===== src/rtl/lcv_div_iter_del.sv =====
// Iterative radix-2 restoring divider, one division in flight.
// Operands are captured on accept, converted to magnitudes, divided over
// WIDTH iterations, sign-corrected, and the result is held until taken.
//
// state  | meaning
// -------+-------------------------------------------------------------
// IDLE   | waiting for a request, inp_ready high
// PREP   | operand magnitudes, result signs and divide-by-zero recorded
// CALC   | WIDTH shift/trial-subtract iterations
// FIX    | sign correction, result registers loaded, outp_valid raised
// DONE   | result held until outp_ready
module lcv_div_iter_del #(
    parameter int WIDTH = 32
) (
    input  logic             clk,
    input  logic             rst,
    input  logic             inp_valid,
    output logic             inp_ready,
    input  logic             inp_signed,
    input  logic [WIDTH-1:0] inp_a,
    input  logic [WIDTH-1:0] inp_b,
    output logic             outp_valid,
    input  logic             outp_ready,
    output logic [WIDTH-1:0] outp_quot,
    output logic [WIDTH-1:0] outp_rem,
    output logic             outp_div_zero
);

    localparam int CW = (WIDTH > 1) ? $clog2(WIDTH) : 1;

    typedef enum logic [2:0] {
        S_IDLE = 3'd0,
        S_PREP = 3'd1,
        S_CALC = 3'd2,
        S_FIX  = 3'd3,
        S_DONE = 3'd4
    } state_t;

    state_t           state_q, state_d;
    logic [CW-1:0]    cnt_q, cnt_d;
    // quot_q holds the dividend on entry and shifts into the quotient
    logic [WIDTH-1:0] quot_q, quot_d;
    // bmag_q holds the raw divisor on entry, then its magnitude
    logic [WIDTH-1:0] bmag_q, bmag_d;
    logic [WIDTH:0]   rem_q, rem_d;
    logic             sgn_q, sgn_d;
    logic             neg_quot_q, neg_quot_d;
    logic             neg_rem_q, neg_rem_d;
    logic             dz_q, dz_d;
    logic             inp_ready_q, inp_ready_d;
    logic             outp_valid_q, outp_valid_d;
    logic [WIDTH-1:0] outp_quot_q, outp_quot_d;
    logic [WIDTH-1:0] outp_rem_q, outp_rem_d;
    logic             outp_dz_q, outp_dz_d;

    logic             a_neg;
    logic             b_neg;
    logic [WIDTH:0]   shifted;
    logic [WIDTH:0]   trial;

    // Operand signs only matter for signed requests.
    assign a_neg = sgn_q & quot_q[WIDTH-1];
    assign b_neg = sgn_q & bmag_q[WIDTH-1];

    // The partial remainder never reaches the divisor magnitude, so
    // WIDTH+1 bits hold both the shifted value and the trial difference.
    assign shifted = {rem_q[WIDTH-1:0], quot_q[WIDTH-1]};
    assign trial   = shifted - {1'b0, bmag_q};

    // Next-state and datapath for the sequencer.
    always_comb begin
        state_d      = state_q;
        cnt_d        = cnt_q;
        quot_d       = quot_q;
        bmag_d       = bmag_q;
        rem_d        = rem_q;
        sgn_d        = sgn_q;
        neg_quot_d   = neg_quot_q;
        neg_rem_d    = neg_rem_q;
        dz_d         = dz_q;
        inp_ready_d  = inp_ready_q;
        outp_valid_d = outp_valid_q;
        outp_quot_d  = outp_quot_q;
        outp_rem_d   = outp_rem_q;
        outp_dz_d    = outp_dz_q;

        case (state_q)
            S_IDLE: begin
                if (inp_valid && inp_ready_q) begin
                    quot_d      = inp_a;
                    bmag_d      = inp_b;
                    sgn_d       = inp_signed;
                    inp_ready_d = 1'b0;
                    state_d     = S_PREP;
                end
            end
            S_PREP: begin
                quot_d    = a_neg ? (~quot_q + 1'b1) : quot_q;
                bmag_d    = b_neg ? (~bmag_q + 1'b1) : bmag_q;
                dz_d      = (bmag_q == '0);
                // Divide-by-zero keeps the all-ones quotient unnegated;
                // the remainder negation still restores the dividend.
                neg_quot_d = (a_neg ^ b_neg) & (bmag_q != '0);
                neg_rem_d  = a_neg;
                rem_d     = '0;
                cnt_d     = CW'(WIDTH - 1);
                state_d   = S_CALC;
            end
            S_CALC: begin
                if (!trial[WIDTH]) begin
                    rem_d  = trial;
                    quot_d = {quot_q[WIDTH-2:0], 1'b1};
                end else begin
                    rem_d  = shifted;
                    quot_d = {quot_q[WIDTH-2:0], 1'b0};
                end
                cnt_d = cnt_q - CW'(1);
                if (cnt_q == '0) begin
                    state_d = S_FIX;
                end
            end
            S_FIX: begin
                outp_quot_d  = neg_quot_q ? (~quot_q + 1'b1) : quot_q;
                outp_rem_d   = neg_rem_q ? (~rem_q[WIDTH-1:0] + 1'b1)
                                         : rem_q[WIDTH-1:0];
                outp_dz_d    = dz_q;
                outp_valid_d = 1'b1;
                state_d      = S_DONE;
            end
            S_DONE: begin
                if (outp_ready) begin
                    outp_valid_d = 1'b0;
                    inp_ready_d  = 1'b1;
                    state_d      = S_IDLE;
                end
            end
            default: begin
                outp_valid_d = 1'b0;
                inp_ready_d  = 1'b1;
                state_d      = S_IDLE;
            end
        endcase
    end

    // State and output registers; reset discards any in-flight request.
    always_ff @(posedge clk) begin
        if (!rst) begin
            state_q      <= S_IDLE;
            cnt_q        <= '0;
            quot_q       <= '0;
            bmag_q       <= '0;
            rem_q        <= '0;
            sgn_q        <= 1'b0;
            neg_quot_q   <= 1'b0;
            neg_rem_q    <= 1'b0;
            dz_q         <= 1'b0;
            inp_ready_q  <= 1'b1;
            outp_valid_q <= 1'b0;
            outp_quot_q  <= '0;
            outp_rem_q   <= '0;
            outp_dz_q    <= 1'b0;
        end else begin
            state_q      <= state_d;
            cnt_q        <= cnt_d;
            quot_q       <= quot_d;
            bmag_q       <= bmag_d;
            rem_q        <= rem_d;
            sgn_q        <= sgn_d;
            neg_quot_q   <= neg_quot_d;
            neg_rem_q    <= neg_rem_d;
            dz_q         <= dz_d;
            inp_ready_q  <= inp_ready_d;
            outp_valid_q <= outp_valid_d;
            outp_quot_q  <= outp_quot_d;
            outp_rem_q   <= outp_rem_d;
            outp_dz_q    <= outp_dz_d;
        end
    end

    assign inp_ready     = inp_ready_q;
    assign outp_valid    = outp_valid_q;
    assign outp_quot     = outp_quot_q;
    assign outp_rem      = outp_rem_q;
    assign outp_div_zero = outp_dz_q;

endmodule


===== config.mk =====
export PLATFORM = sky130hd
export DESIGN_NAME = lcv_div_iter_del
export DESIGN_NICKNAME = d
export VERILOG_FILES = /design/src/rtl/lcv_div_iter_del.sv
export SDC_FILE = /design/constraint.sdc
export NUM_CORES = 1
export LEC_CHECK = 0
export BUFFER_PORTS_ARGS = -buffer_cell sky130_fd_sc_hd__buf_4
export CORE_ASPECT_RATIO = 0.7
export CORE_UTILIZATION = 40
export CTS_CLUSTER_DIAMETER = 150
export DETAILED_ROUTE_END_ITERATION = 10
export PLACE_DENSITY = 0.58
export SYNTH_ARGS = -nofsm -noshare
export SYNTH_HDL_FRONTEND = slang
export SYNTH_SLANG_ARGS = --single-unit

===== constraint.sdc =====
create_clock -name clk -period 5.3 [get_ports clk]
set_input_delay 1.06 -clock clk [delete_from_list [all_inputs] [get_ports clk]]
set_output_delay 1.06 -clock clk [all_outputs]
set_load 0.02 [all_outputs]

==> flow_metrics.py, run 1 <==
metrics = {
    "sta": {
        "min_period_over_period": 0.7542,
        "slew_headroom": 0.2375,
        "setup_tns_ps": 0,
        "holdWs_ps": 456.7,
        "fmax_mhz": 250.2,
        "skew_ps": 10.49,
        "slew_viol_final": 0,
        "fin_ws_ps": 1303,
        "worst_pin_slew_ps": 1142,
        "final_period_minus_worst_setup_slack_ps": 3997,
        "hold_viol_final": 0,
        "rsz0062_at_grt": "no",
        "setup_viol": 0,
    },
    "floorplan": {
        "die_x_um": 202.8,
        "rows": 51,
        "coreArea_sq_um": 27760,
        "ioPinCount": 136,
        "start_util": 0.4066,
        "die_height_um": 142.5,
        "dieArea_sq_um": 28900,
    },
    "logic_synthesis": {
        "synth.avg_cell_area_sq_um": 7.725,
        "synth_ff_type": "dfxtp_1",
        "synth_edf_count": 0,
        "async_reset_ff_frac": 0,
        "yosysWarnings": 0,
        "synth-seq-cells": 175,
        "syn_area_sq_um": 11290,
        "syn_inst": 1461,
        "synth_cell_type_count": 79,
        "syn_nets": 1568,
        "ys_seq_area_frac": 0.3104,
    },
    "layout": {
        "nFillCells": 2805,
        "drive_gt1_frac": 0.1429,
        "design_area_sq_um": 13050,
        "nets": 1627,
        "area_delta_synth_final_pct": 15.60,
    },
    "place": {
        "io_buffer_count": 135,
        "preCtsSetupSlack_ps": 1361,
        "hpwl_mm": 25.47,
        "placed_area_sq_um": 12440,
        "gp_congestion": 0.9260,
    },
    "global_routing": {
        "grt_pass1_wl_mm": 55.85,
        "gr-total-overflow": 0,
        "met1_usage": 0.3854,
        "met3_usage": 0.04922,
        "track_usage": 0.2442,
        "antenna_found_initial": 0,
        "grt_pass1_vias": 9839,
        "grt_max_degree": 83,
        "grtUsageMet2": 0.3302,
        "top_usage_layer": "met1",
    },
    "clocking": {
        "cts.clk_slew.worst_paths_ps": 70,
        "cts_resized": 0,
        "cts_tree": "yes",
        "cts_setup_buffers": 0,
        "cts_max_path_buffers": 2,
        "htree_levels": 4,
        "clock-sinks": 175,
        "cts_made_buffers": 17,
        "clk-insertion-delay-late_ps": 450,
        "clockRootBuffer": "clkbuf_16",
        "cts-hold-fix-buffers": 0,
    },
    "pwr": {
        "p_per_area_nw_per_um2": 590.3,
        "peakVddDrop_mv": 0.3538,
        "power_mw": 7.701,
        "leakagePower_nw": 5.003,
    },
    "setup_path": {
        "path_cells": "inv_1 > ha_1 > fa_1 > nand2b_1 > a211oi_1 > o2111ai_1 > o211a_1 > a21oi_1 > mux2_2 > a2111oi_0 > a311o_1",
        "cpMaxStageDelayCell": "mux2_2",
        "crit_type": "flop to flop",
        "worstSetupEndpointType": "flop",
        "crit_required_ps": 5700,
        "arrival_ps": 4390,
        "cp-start-kind": "flop",
        "crit_fanout": 28,
        "cp_slowest_stage_delay_ps": 620,
    },
    "hold_path": {
        "hold_path_class": "flop to flop",
    },
    "routing": {
        "first_pass_iters": 5,
        "routed_wl_mm": 35.30,
        "ant_nets": 0,
        "vias_per_cell": 5.913,
        "routedWlPerCell_um": 18.53,
        "post-route-drc-count": 0,
        "vias": 11270,
        "drt_iter0_markers": 1036,
    },
    "run": {
        "maxCapViolations": 0,
    },
    "outcome": {
        "status": "finished clean",
    },
}
==> routing by layer <==
layer  vias up  share of wire  wire length [um]
li1       5556              -                 -
met1      5322           0.52             18480
met2       364           0.39             13840
met3        23          0.075              2655
met4         0         0.0093               328
met5         -              0                 0
==> logic make-up after synthesis <==
| logic type | share of synthesized area |
|---|---|
| AO/OA/AOI/OAI | 0.2879 |
| XOR/XNOR | 0.06441 |
| adder cells (fa/ha/maj) | 0.04279 |
| buffers and inverters | 0.06153 |
| multiplexers | 0.008204 |
| AND/OR/NAND/NOR | 0.2247 |
| flip-flops | 0.3104 |
==> final timing paths <==
path                           startpoint                          to  slack [ps]  depth (start not counted)
setup reg to reg  quot_q[31]$_SDFFE_PN0P_       rem_q[8]$_SDFFE_PN0N_        1300                         11
setup / recovery  quot_q[31]$_SDFFE_PN0P_       rem_q[8]$_SDFFE_PN0N_        1300                         11
hold / removal          dz_q$_SDFFE_PN0P_  outp_div_zero$_SDFFE_PN0P_         460                          2
hold reg to reg         dz_q$_SDFFE_PN0P_  outp_div_zero$_SDFFE_PN0P_         460                          2
==> registers in the layout, indices dropped and copies added (netlist names) <==
| register | flops |
|---|---|
| bmag_q | 32 |
| outp_quot | 32 |
| outp_rem | 32 |
| quot_q | 32 |
| rem_q | 32 |
| cnt_q | 5 |
| state_q | 3 |
| dz_q | 1 |
| inp_ready | 1 |
| neg_quot_q | 1 |
| neg_rem_q | 1 |
| outp_div_zero | 1 |
| outp_valid | 1 |
| sgn_q | 1 |
==> critical path: cells and delay by family (launching register included) <==
| family | cells | cell delay [ps] |
|---|---|---|
| AND/OR/NAND/NOR | 1 | 190 |
| buffers and inverters | 1 | 150 |
| adder cells (fa/ha/maj) | 2 | 630 |
| flip-flops | 1 | 410 |
| AO/OA/AOI/OAI | 6 | 1940 |
| multiplexers | 1 | 620 |
==> report_power, final <==
part / internal [mW] / total (mW) / switching, mW
clock network: 0.733 / 1.32 / 0.587
logic: 1.67 / 4.42 / 2.75
registers: 1.59 / 1.96 / 0.372
total: 3.99 / 7.70 / 3.71
==> through the flow <==
stage	std cells	utilization
global route	1904	0.4699
detailed placement	1872	0.4482
finish	1905	0.4700
CTS	1904	0.4699
floorplan	1461	-
global placement	1872	0.4482
==> area by class of cell <==
class	instances	area (sq um)	area share
flip-flops and latches	175	3503	0.2685
multi-input cells	1122	7127	0.5463
clock buffers	20	466.7	0.03577
diodes	1	2.502	0.0001918
inverters	50	190.2	0.01458
well taps	371	464.2	0.03558
repair buffers	154	1156	0.08862
clock inverters	12	136.4	0.01045
==> layout by cell type (no fill, tap or decap), types with 7 or more instances in the layout <==
cell type  netlist  final
a211oi_1        72     72
a21o_1          10     10
a21oi_1         85     85
a221o_1         16     16
a221oi_1         7      7
a22o_1           7      7
a22oi_1         36     36
a31oi_1         15     14
a32o_1           8      8
and2_1          13     13
and3_1           7      7
buf_4            3    154
clkbuf_16        0     17
dfxtp_1        175    175
ha_1            37     37
inv_1           49     49
mux2i_1          7      7
nand2_1        131    131
nand2b_1        12     12
nand3_1         32     32
nand4_1         31     31
nor2_1         160    157
nor3_1          28     27
nor3b_1         14     13
nor4_1          12     12
o211ai_1        26     26
o21a_1           8      8
o21ai_0        104    104
o31ai_1         21     21
o41ai_1         10     10
or3_1           23     23
or4_1           12     12
xnor2_1         23     23
xor2_1          60     60
==> cells in the mapped netlist (12+ instances only) <==
| master | number | share of area |
|---|---|---|
| or4_1 | 12 | 0.0080 |
| a22oi_1 | 36 | 0.024 |
| nand4_1 | 31 | 0.017 |
| nand2_1 | 131 | 0.044 |
| and2_1 | 13 | 0.0072 |
| nor3b_1 | 14 | 0.0093 |
| a211oi_1 | 72 | 0.048 |
| o211ai_1 | 26 | 0.017 |
| nand2b_1 | 12 | 0.0067 |
| or3_1 | 23 | 0.013 |
| dfxtp_1 | 175 | 0.31 |
| xor2_1 | 60 | 0.047 |
| a221o_1 | 16 | 0.014 |
| clkbuf_1 | 90 | 0.030 |
| nor3_1 | 28 | 0.012 |
| nor4_1 | 12 | 0.0067 |
| o21ai_0 | 104 | 0.046 |
| o31ai_1 | 21 | 0.014 |
| nor2_1 | 160 | 0.053 |
| ha_1 | 37 | 0.041 |
| a21oi_1 | 85 | 0.038 |
| xnor2_1 | 23 | 0.018 |
| inv_1 | 49 | 0.016 |
| nand3_1 | 32 | 0.014 |
| a31oi_1 | 15 | 0.0083 |
Note: power is estimated with default switching activity, not from simulation.
==> run 2, diff against run 1 <==
- clock period: 5.3 -> 4.1 ns (I/O delays scaled with it)
==> run 2 against run 1 <==
Die area stayed put. Combinational power is 33% higher. Register-to-register slack worse by 860 ps. Maximum frequency is 9.3% higher. Critical path depth stayed put.
==> flow_metrics.py, run 2 (synthesis gave the netlist of run 1 again) <==
metrics = {
    "outcome": {
        "status": "finished clean",
    },
    "sta": {
        "min_period_over_period": 0.8916,
        "fmax_mhz": 273.6,
        "slew_headroom": 0.2400,
        "holdWs_ps": 452.8,
        "rsz0062_at_grt": "no",
        "slew_viol_final": 0,
        "setup_viol": 0,
        "worst_pin_slew_ps": 1138,
        "final_period_minus_worst_setup_slack_ps": 3655,
        "hold_viol_final": 0,
        "setup_tns_ps": 0,
        "skew_ps": 11.30,
    },
    "floorplan": {
        "rows": 51,
        "die_x_um": 202.8,
        "start_util": 0.4066,
        "coreArea_sq_um": 27760,
        "die_height_um": 142.5,
        "ioPinCount": 136,
        "dieArea_sq_um": 28900,
    },
    "routing": {
        "vias_per_cell": 5.885,
        "first_pass_iters": 5,
        "routedWlPerCell_um": 18.89,
        "ant_nets": 0,
        "vias": 11330,
        "drt_iter0_markers": 1047,
        "routed_wl_mm": 36.36,
        "post-route-drc-count": 0,
    },
    "clocking": {
        "cts_setup_buffers": 0,
        "cts_resized": 0,
        "cts_tree": "yes",
        "cts_made_buffers": 17,
        "cts_max_path_buffers": 2,
        "clockRootBuffer": "clkbuf_16",
        "cts-hold-fix-buffers": 0,
        "clk-insertion-delay-late_ps": 460,
        "htree_levels": 4,
        "cts.clk_slew.worst_paths_ps": 70,
        "clock-sinks": 175,
    },
    "hold_path": {
        "hold_path_class": "flop to flop",
    },
    "pwr": {
        "pwr-share-comb": 0.579,
        "seqPwrFrac": 0.249,
        "p_sw_frac": 0.4774,
        "switching_power_mw": 4.841,
        "leakagePower_nw": 5.127,
        "clkPwrFrac": 0.173,
        "peakVddDrop_mv": 0.4018,
        "power_mw": 10.14,
        "p_per_area_nw_per_um2": 766.8,
        "p_int_mw": 5.300,
    },
    "global_routing": {
        "grt_max_degree": 74,
        "grt_pass1_wl_mm": 57.26,
        "track_usage": 0.2536,
        "gr-total-overflow": 0,
        "antenna_found_initial": 0,
        "grt_pass1_vias": 10060,
    },
    "place": {
        "io_buffer_count": 135,
        "gp_congestion": 0.9173,
        "hpwl_mm": 26.52,
    },
    "setup_path": {
        "crit_type": "flop to flop",
        "path_cells": "inv_1 > ha_1 > fa_1 > nand2b_1 > a211oi_2 > o2111ai_1 > o211a_1 > a21oi_1 > mux2_2 > a2111oi_0 > a311o_1",
        "crit_fanout": 15,
        "crit_required_ps": 4510,
        "cpMaxStageDelayCell": "mux2_2",
        "cp-start-kind": "flop",
        "worstSetupEndpointType": "flop",
        "cp_slowest_stage_delay_ps": 540,
        "arrival_ps": 4060,
    },
    "run": {
        "maxCapViolations": 0,
    },
    "layout": {
        "nFillCells": 2812,
        "area_delta_synth_final_pct": 17.18,
        "drive_gt1_frac": 0.1551,
        "antenna_cells": 0,
        "nets": 1648,
        "final_cell_mix": "dfxtp_1, buf_4, nor2_1",
    },
}
run 2: changes by cell type in the layout (fill, tap and decap cells not counted), sizes merged:
| cell | delta |
|---|---|
| buf | +21 |
| bufinv | +1 |
| clkinv | -2 |
| clkinvlp | -1 |
| diode | -1 |
| inv | +2 |
run 2: final cells by class:
| cell class | count | area [sq um] | share of cell area |
|---|---|---|---|
| inverters | 50 | 190.2 | 0.01438 |
| well taps | 371 | 464.2 | 0.03510 |
| repair buffers | 175 | 1314 | 0.09934 |
| clock buffers | 20 | 466.7 | 0.03529 |
| clock inverters | 12 | 155.1 | 0.01173 |
| multi-input cells | 1122 | 7132 | 0.5393 |
| flip-flops and latches | 175 | 3503 | 0.2649 |
run 2: worst paths after layout:
kind,endpoint,startpoint,cells after the start,slack (ps)
worst max-delay path,rem_q[8]$_SDFFE_PN0N_,quot_q[31]$_SDFFE_PN0P_,11,440
worst min-delay path,outp_div_zero$_SDFFE_PN0P_,dz_q$_SDFFE_PN0P_,2,450
worst max register to register,rem_q[8]$_SDFFE_PN0N_,quot_q[31]$_SDFFE_PN0P_,11,440
worst min register to register,outp_div_zero$_SDFFE_PN0P_,dz_q$_SDFFE_PN0P_,2,450
run 2: power by group through the flow:
stage | Clock [mW] | Combinational [mW] | Sequential (mW)
4_1_cts | 1.79 | 5.79 | 2.51
2_1_floorplan | 0 | 4.26 | 2.46
5_1_grt | 1.86 | 6.50 | 2.59
3_5_place_dp | 0 | 5.75 | 2.54
3_3_place_gp | 0 | 5.74 | 2.53
6_report | 1.75 | 5.87 | 2.52
run 2: per-layer routing:
layer  GRT usage  vias up  wire length [um]
li1            -     5583                 -
met3     0.06983       33              2793
met4     0.06015        0               476
met1      0.3928     5380             19050
met5           0        -                 0
met2      0.3345      332             14040
run 2: worst max-delay path: cells and delay by family (launching register included):
| kind | cells | cell delay (ps) |
|---|---|---|
| simple gates | 1 | 200 |
| flops | 1 | 430 |
| buf+inv | 1 | 120 |
| fa+ha+maj | 2 | 620 |
| compound gates | 6 | 1700 |
| mux | 1 | 540 |
run 2: metrics by stage:
stage | instances | utilization | instance area [sq um] | setup slack, ps
after floorplan | 1461 | - | 11290 | 694.6
after global placement | 1893 | 0.4539 | 12600 | 412.6
after detailed placement | 1893 | 0.4539 | 12600 | 342.7
after CTS | 1925 | 0.4763 | 13220 | 312.8
after global routing | 1925 | 0.4764 | 13230 | 109.9
final | 1925 | 0.4764 | 13230 | 444.6
